==> src/rtl/bingo_turn_controller_pkg.sv <==
// Shared constants, FSM state codes and BCD helpers for the Bingo turn controller.
// Imported by the interface, the number checker and the top level.
package bingo_pkg;

  localparam int MAX_NUM = 25;
  localparam int NUM_W   = 5;

  localparam logic [3:0] S_IDLE          = 4'd0;
  localparam logic [3:0] S_LOCAL_WAIT    = 4'd1;
  localparam logic [3:0] S_LOCAL_CHECK   = 4'd2;
  localparam logic [3:0] S_LOCAL_COMMIT  = 4'd3;
  localparam logic [3:0] S_SEND          = 4'd4;
  localparam logic [3:0] S_REMOTE_WAIT   = 4'd5;
  localparam logic [3:0] S_REMOTE_CHECK  = 4'd6;
  localparam logic [3:0] S_REMOTE_COMMIT = 4'd7;
  localparam logic [3:0] S_DONE          = 4'd8;

  // Only meaningful when both digits are legal; illegal digits are rejected separately.
  function automatic logic [6:0] bcd_to_bin(input logic [7:0] bcd);
    return 7'(bcd[7:4]) * 7'd10 + 7'(bcd[3:0]);
  endfunction

  function automatic logic bcd_bad(input logic [7:0] bcd);
    return (bcd[7:4] > 4'd9) || (bcd[3:0] > 4'd9);
  endfunction

endpackage

==> src/rtl/bingo_turn_controller_if.sv <==
// Pick handshake towards the board datapath and send handshake towards the transmitter.
interface bingo_turn_controller_if #(parameter int NUM_W = bingo_pkg::NUM_W);

  logic             pick_valid;
  logic [NUM_W-1:0] pick_num;
  logic             pick_src;
  logic             pick_ready;
  logic             send_valid;
  logic [NUM_W-1:0] send_num;
  logic             send_ack;

  modport master (
    output pick_valid, pick_num, pick_src, send_valid, send_num,
    input  pick_ready, send_ack
  );

  modport slave (
    input  pick_valid, pick_num, pick_src, send_valid, send_num,
    output pick_ready, send_ack
  );

endinterface

==> src/rtl/bingo_turn_controller_num_check.sv <==
// Combinational legality check of a candidate number against range and the called-number mask.
module bingo_num_check #(
  parameter int MAX_NUM = 25
) (
  input  logic [6:0]         val,
  input  logic [MAX_NUM-1:0] used_mask,
  output logic               ok,
  output logic               out_of_range,
  output logic               duplicate
);

  always_comb begin
    out_of_range = (val == 7'd0) || (val > 7'(MAX_NUM));
    duplicate    = 1'b0;
    for (int i = 0; i < MAX_NUM; i++) begin
      if (val == 7'(i + 1)) duplicate = used_mask[i];
    end
    ok = !out_of_range && !duplicate;
  end

endmodule

==> src/rtl/bingo_turn_controller.sv <==
// Turn sequencer for one Bingo board: validates local and remote picks, issues them to the
// board datapath and forwards local picks to the other board.
module bingo_turn_controller
  import bingo_pkg::*;
(
  input  logic                    clk,
  input  logic                    rst,
  input  logic                    start,
  input  logic                    local_first,
  input  logic [7:0]              display_num,
  input  logic                    enter_pulse,
  input  logic                    remote_valid,
  input  logic [NUM_W-1:0]        remote_num,
  bingo_turn_controller_if.master bus,
  output logic                    clear_entry,
  output logic                    local_err,
  output logic                    remote_err,
  input  logic                    game_over,
  output logic                    my_turn,
  output logic [MAX_NUM-1:0]      used_mask,
  output logic                    done
);

  logic [3:0]         state;
  logic [6:0]         val_q;
  logic               bcd_bad_q;
  logic               chk_ok;
  logic               chk_oor;
  logic               chk_dup;
  logic               local_ok;
  logic               mask_full;
  logic [MAX_NUM-1:0] val_onehot;

  // One checker serves both paths because val_q holds whichever pick is under test.
  bingo_num_check #(.MAX_NUM(MAX_NUM)) u_check (
    .val          (val_q),
    .used_mask    (used_mask),
    .ok           (chk_ok),
    .out_of_range (chk_oor),
    .duplicate    (chk_dup)
  );

  assign local_ok  = !chk_oor && !chk_dup && !bcd_bad_q;
  assign mask_full = &used_mask;

  always_comb begin
    val_onehot = '0;
    for (int i = 0; i < MAX_NUM; i++) begin
      val_onehot[i] = (val_q == 7'(i + 1));
    end
  end

  always_ff @(posedge clk or posedge rst) begin
    if (rst) begin
      state     <= S_IDLE;
      val_q     <= '0;
      bcd_bad_q <= 1'b0;
      used_mask <= '0;
    end else begin
      case (state)
        S_IDLE, S_DONE: begin
          if (start) begin
            used_mask <= '0;
            state     <= local_first ? S_LOCAL_WAIT : S_REMOTE_WAIT;
          end
        end
        S_LOCAL_WAIT: begin
          if (game_over) begin
            state <= S_DONE;
          end else if (enter_pulse) begin
            val_q     <= bcd_to_bin(display_num);
            bcd_bad_q <= bcd_bad(display_num);
            state     <= S_LOCAL_CHECK;
          end
        end
        S_LOCAL_CHECK: begin
          if (local_ok) begin
            used_mask <= used_mask | val_onehot;
            state     <= S_LOCAL_COMMIT;
          end else begin
            state <= S_LOCAL_WAIT;
          end
        end
        S_LOCAL_COMMIT: begin
          if (bus.pick_ready) state <= S_SEND;
        end
        // game_over is only honoured once the in-flight send has completed.
        S_SEND: begin
          if (bus.send_ack) state <= (game_over || mask_full) ? S_DONE : S_REMOTE_WAIT;
        end
        S_REMOTE_WAIT: begin
          if (game_over) begin
            state <= S_DONE;
          end else if (remote_valid) begin
            val_q     <= 7'(remote_num);
            bcd_bad_q <= 1'b0;
            state     <= S_REMOTE_CHECK;
          end
        end
        S_REMOTE_CHECK: begin
          if (chk_ok) begin
            used_mask <= used_mask | val_onehot;
            state     <= S_REMOTE_COMMIT;
          end else begin
            state <= S_REMOTE_WAIT;
          end
        end
        S_REMOTE_COMMIT: begin
          if (bus.pick_ready) state <= (game_over || mask_full) ? S_DONE : S_LOCAL_WAIT;
        end
        default: state <= S_IDLE;
      endcase
    end
  end

  // Outputs decode the state directly so an asynchronous reset drops them at once.
  assign bus.pick_valid = (state == S_LOCAL_COMMIT) || (state == S_REMOTE_COMMIT);
  assign bus.pick_num   = bus.pick_valid ? val_q[NUM_W-1:0] : '0;
  assign bus.pick_src   = (state == S_REMOTE_COMMIT);
  assign bus.send_valid = (state == S_SEND);
  assign bus.send_num   = bus.send_valid ? val_q[NUM_W-1:0] : '0;
  assign clear_entry    = (state == S_LOCAL_CHECK);
  assign local_err      = (state == S_LOCAL_CHECK) && !local_ok;
  assign remote_err     = (state == S_REMOTE_CHECK) && (chk_oor || chk_dup);
  assign my_turn        = (state == S_LOCAL_WAIT);
  assign done           = (state == S_DONE);

endmodule

==> src/flat_wrapper.sv <==
// flat-port wrapper written by rule: the top's interface ports become plain ports
module bingo_turn_controller_flat import bingo_pkg::*;
  (clk, rst, start, local_first, display_num, enter_pulse, remote_valid, remote_num, clear_entry, local_err, remote_err, game_over, my_turn, used_mask, done, bus_pick_valid, bus_pick_num, bus_pick_src, bus_send_valid, bus_send_num, bus_pick_ready, bus_send_ack);
  bingo_turn_controller_if bus_i ();
  input  logic clk;
  input  logic rst;
  input  logic start;
  input  logic local_first;
  input  logic [7:0] display_num;
  input  logic enter_pulse;
  input  logic remote_valid;
  input  logic [NUM_W-1:0] remote_num;
  output logic clear_entry;
  output logic local_err;
  output logic remote_err;
  input  logic game_over;
  output logic my_turn;
  output logic [MAX_NUM-1:0] used_mask;
  output logic done;
  output wire logic [$bits(bus_i.pick_valid)-1:0] bus_pick_valid;
  output wire logic [$bits(bus_i.pick_num)-1:0] bus_pick_num;
  output wire logic [$bits(bus_i.pick_src)-1:0] bus_pick_src;
  output wire logic [$bits(bus_i.send_valid)-1:0] bus_send_valid;
  output wire logic [$bits(bus_i.send_num)-1:0] bus_send_num;
  input wire logic [$bits(bus_i.pick_ready)-1:0] bus_pick_ready;
  input wire logic [$bits(bus_i.send_ack)-1:0] bus_send_ack;
  assign bus_pick_valid = bus_i.pick_valid;
  assign bus_pick_num = bus_i.pick_num;
  assign bus_pick_src = bus_i.pick_src;
  assign bus_send_valid = bus_i.send_valid;
  assign bus_send_num = bus_i.send_num;
  assign bus_i.pick_ready = bus_pick_ready;
  assign bus_i.send_ack = bus_send_ack;
  bingo_turn_controller u_core (.clk(clk), .rst(rst), .start(start), .local_first(local_first), .display_num(display_num), .enter_pulse(enter_pulse), .remote_valid(remote_valid), .remote_num(remote_num), .bus(bus_i), .clear_entry(clear_entry), .local_err(local_err), .remote_err(remote_err), .game_over(game_over), .my_turn(my_turn), .used_mask(used_mask), .done(done));
endmodule
==> config.mk <==
export PLATFORM = sky130hd
export DESIGN_NAME = bingo_turn_controller_flat
export DESIGN_NICKNAME = d
export VERILOG_FILES = /design/src/rtl/bingo_turn_controller_pkg.sv /design/src/rtl/bingo_turn_controller_if.sv /design/src/rtl/bingo_turn_controller_num_check.sv /design/src/rtl/bingo_turn_controller.sv /design/src/flat_wrapper.sv
export SDC_FILE = /design/constraint.sdc
export NUM_CORES = 1
export LEC_CHECK = 0
export ABC_AREA = 1
export BUFFER_PORTS_ARGS = -buffer_cell sky130_fd_sc_hd__buf_2
export CAP_MARGIN = 10
export CELL_PAD_IN_SITES_DETAIL_PLACEMENT = 1
export CELL_PAD_IN_SITES_GLOBAL_PLACEMENT = 1
export CORE_MARGIN = 4
export CORE_UTILIZATION = 41
export CTS_CLUSTER_SIZE = 20
export DETAILED_ROUTE_END_ITERATION = 8
export MAX_ROUTING_LAYER = met4
export PLACE_DENSITY_LB_ADDON = 0.1
export SLEW_MARGIN = 20
export SYNTH_ARGS = -nofsm -noshare
export SYNTH_HDL_FRONTEND = slang
export SYNTH_HIERARCHICAL = 1
export SYNTH_SLANG_ARGS = --single-unit
==> constraint.sdc <==
create_clock -name clk -period 6.01 [get_ports clk]
set_input_delay 0.9015 -clock clk [delete_from_list [all_inputs] [get_ports clk]]
set_output_delay 0.9015 -clock clk [all_outputs]
set_load 0.02 [all_outputs]
==> reports/qor.yml <==
status:
  outcome: "complete, no violations"
logic_synthesis:
  yosysWarnings: 6
  synth_cell_types: 36
  yosysTopAreaCellShare: 0.314
  syn-cell-area_mm2: 0.00295
  synth_top_area_cell: "dfrtp_1"
  ys_seq_elements: 37
  ys_seq_area_frac: 0.314
  syn_inst: 464
  ys_top_cells_by_area: "dfrtp_1 (31%), nand2_1 (17%), inv_1 (8.7%), nor2_1 (6.9%), a21oi_1 (5.9%)"
  syn-num-nets: 494
  syn_area_per_cell_um2: 6.35
critical_path:
  crit_path_max_fanout: 14
  start_kind: "register"
  cp.arrival_ps: 2750
  crit_path_start: "u_core/val_q[0]"
  worstPathRequired_ps: 5110
  worst_setup_path_end_kind: "output pin"
  crit_type: "reg2out"
  rr_startpoint: "u_core/val_q[0]"
placed_design:
  io_buffers: 64
  hpwl_mm: 7.77
  dp_slack_ps: 2690
  globalplace.congestion: 1.01
  dpl-instance-area_mm2: 0.00335
detailed_routing:
  drt_iter0_drc: 146
  vias: 3212
  route.detailed.drc: 0
  ant_nets: 0
  wire_per_inst_um: 15.7
  vias_per_cell: 5.14
  drt_wl_total_mm: 9.81
  firstDrtPassIters: 4
clock_network:
  insertion_delay_ps: 300
  cts_max_level: 2
  ctsHoldBuffers: 0
  cts.reportedPaths.clkPinSlew_ps: 70
  cts_buffers: 5
  cts_tree: "yes"
  cts.sinks: 37
  cts_resized: 0
  clock_path_buffers: 2
  root_buffer: "clkbuf_8"
  cts_setup_buffers: 0
sta:
  tns_ps: 0
  finalSetupViolCount: 0
  rsz0062_at_grt: "no"
  layout_setup_ws_ps: 2360
  max_freq_mhz: 274
  min_period_over_period: 0.607
  tightest_slew_ps: 799
  fin_crit_ps: 3650
  hold_slack_ps: 537
  max_slew_margin: 0.464
  finalClockSkew_ps: 8.94
  hold_violations: 0
  slew_violations: 0
cells_and_area:
  postLayoutCellArea_mm2: 0.00346
  utilization: 0.504
  fin_nets: 558
  area_delta_synth_final_pct: 17.5
  diodes: 0
  drive_gt1_frac: 0.185
run:
  drv_cap: 0
die:
  die_x_um: 92.8
  rows: 30
  dieHeight_um: 92.8
  initial_core_util: 0.429
  die_area_mm2: 0.00860
  core_area_mm2: 0.00687
  ios: 65
global_routing:
  grt.total_usage: 0.245
  grt_pass1_wl_mm: 16.4
  grt_overflow: 0
  antenna_found_initial: 0
  grt_max_degree: 50
  grt_pass1_vias: 3318
power:
  power.density_mw_per_mm2: 396
  p_leak_nw: 1.74
  peakVddDrop_mv: 0.291
hold_path:
  worst_hold_startpoint: "u_core/bcd_bad_q"
  worstHoldPathType: "reg2reg"
[logic make-up (layout without fill, tap and decap cells)]
family	after synthesis	count (layout)	synth area share
simple gates	248	248	0.365
compound gates	81	81	0.151
buf+inv	86	151	0.118
flops	37	37	0.314
xor+xnor	4	4	0.0119
fa+ha+maj	8	8	0.0391
[state kept, by name, summed over array words and instances, names as in the netlist]
signal            flops
u_core/used_mask     25
u_core/state          4
u_core/bcd_bad_q      1
u_core/val_q          7
[through the flow]
stage | total power (W) | instances
detailed placement | 0.00115 | 617
global route | 0.00150 | 625
CTS | 0.00138 | 625
floorplan | 0.000948 | 464
finish | 0.00137 | 625
global placement | 0.00113 | 617
[Yosys cell counts (all sizes together)]
cell type / n
inv: 76
o31ai: 2
o211ai: 3
a31oi: 1
fa: 2
nand2: 135
a311oi: 1
o21bai: 1
and2: 2
nand3: 30
o21ai: 35
dfrtp: 37
o2111ai: 2
nor2: 61
a21oi: 35
xor2: 2
ha: 6
or2: 1
nand3b: 3
clkbuf: 3
xnor2: 2
nand4: 11
o32ai: 1
nor3: 5
buf: 7
[critical path, cell delays in order, from the launching register on]
cell and delay (ps):
dfrtp_1 590, nand2_1 130, inv_1 140, nand3_1 80, nand2_1 60, inv_1 30, nand2_1 50, nand2_1 40
nand2_1 60, nand4_1 70, nand2_1 60, nand4_1 70, nand2_1 70, nand4_1 70, nand2_1 70, nand4_1 70
nand2_1 70, nand4_1 100, and2_1 160, inv_1 60, nand3b_1 100, nand2_1 100, inv_1 40, buf_2 150
[path summary, 6_finish.rpt]
check | slack, ps | endpoint | depth (start not counted)
worst max-delay path | 2360 | local_err | 23
worst min-delay path | 540 | u_core/bcd_bad_q | 2
worst max register to register | 2820 | u_core/used_mask[8] | 26
worst min register to register | 540 | u_core/bcd_bad_q | 2
max in group asynchronous | 4930 | u_core/state[2] | 3
min in group asynchronous | 730 | u_core/used_mask[11] | 3
[cell usage in the layout, fill, tap and decap left out, types with 2 or more instances in the layout]
master     Yosys  routed
ha_1           6       6
o21ai_0       24      24
clkbuf_8       0       6
nand2_2        5       5
nand4_1       11      11
nor2_1        54      54
buf_4          2       3
xor2_1         2       2
inv_1         68      68
buf_2          2      64
a21oi_1       35      35
inv_2          8       8
nor3_1         4       4
nor2_4         4       4
o211ai_1       3       3
o21ai_1       10      10
xnor2_1        2       2
dfrtp_1       37      37
o2111ai_1      2       2
nand3_1       30      30
nand2_1      130     130
nor2_2         3       3
and2_1         2       2
nand3b_1       3       3
fa_1           2       2
[cell type report]
| class | count | area, µm² |
|---|---|---|
| clock buffer | 7 | 86.3 |
| sequential | 37 | 926 |
| clock inverter | 1 | 30.0 |
| fill | 974 | 3410 |
| tap | 96 | 120 |
| timing repair buffer | 67 | 343 |
| multi-input combinational | 341 | 1670 |
| inverter | 76 | 285 |
[power by group]
group          leakage (nW)  internal [W]  total, W  switching (W)
sequential            0.494      0.000289  0.000365      0.0000752
combinational          1.18      0.000201  0.000779       0.000578
clock                0.0585      0.000135  0.000226      0.0000910
[metal layers]
metal / track usage / share of wire / up-vias
li1: - / - / 1610
met1: 0.330 / 0.48 / 1533
met2: 0.399 / 0.47 / 61
met3: 0.0301 / 0.042 / 8
met4: 0.0476 / 0.011 / 0
met5: - / 0 / -
No activity file was read; power rests on OpenSTA's default activity.
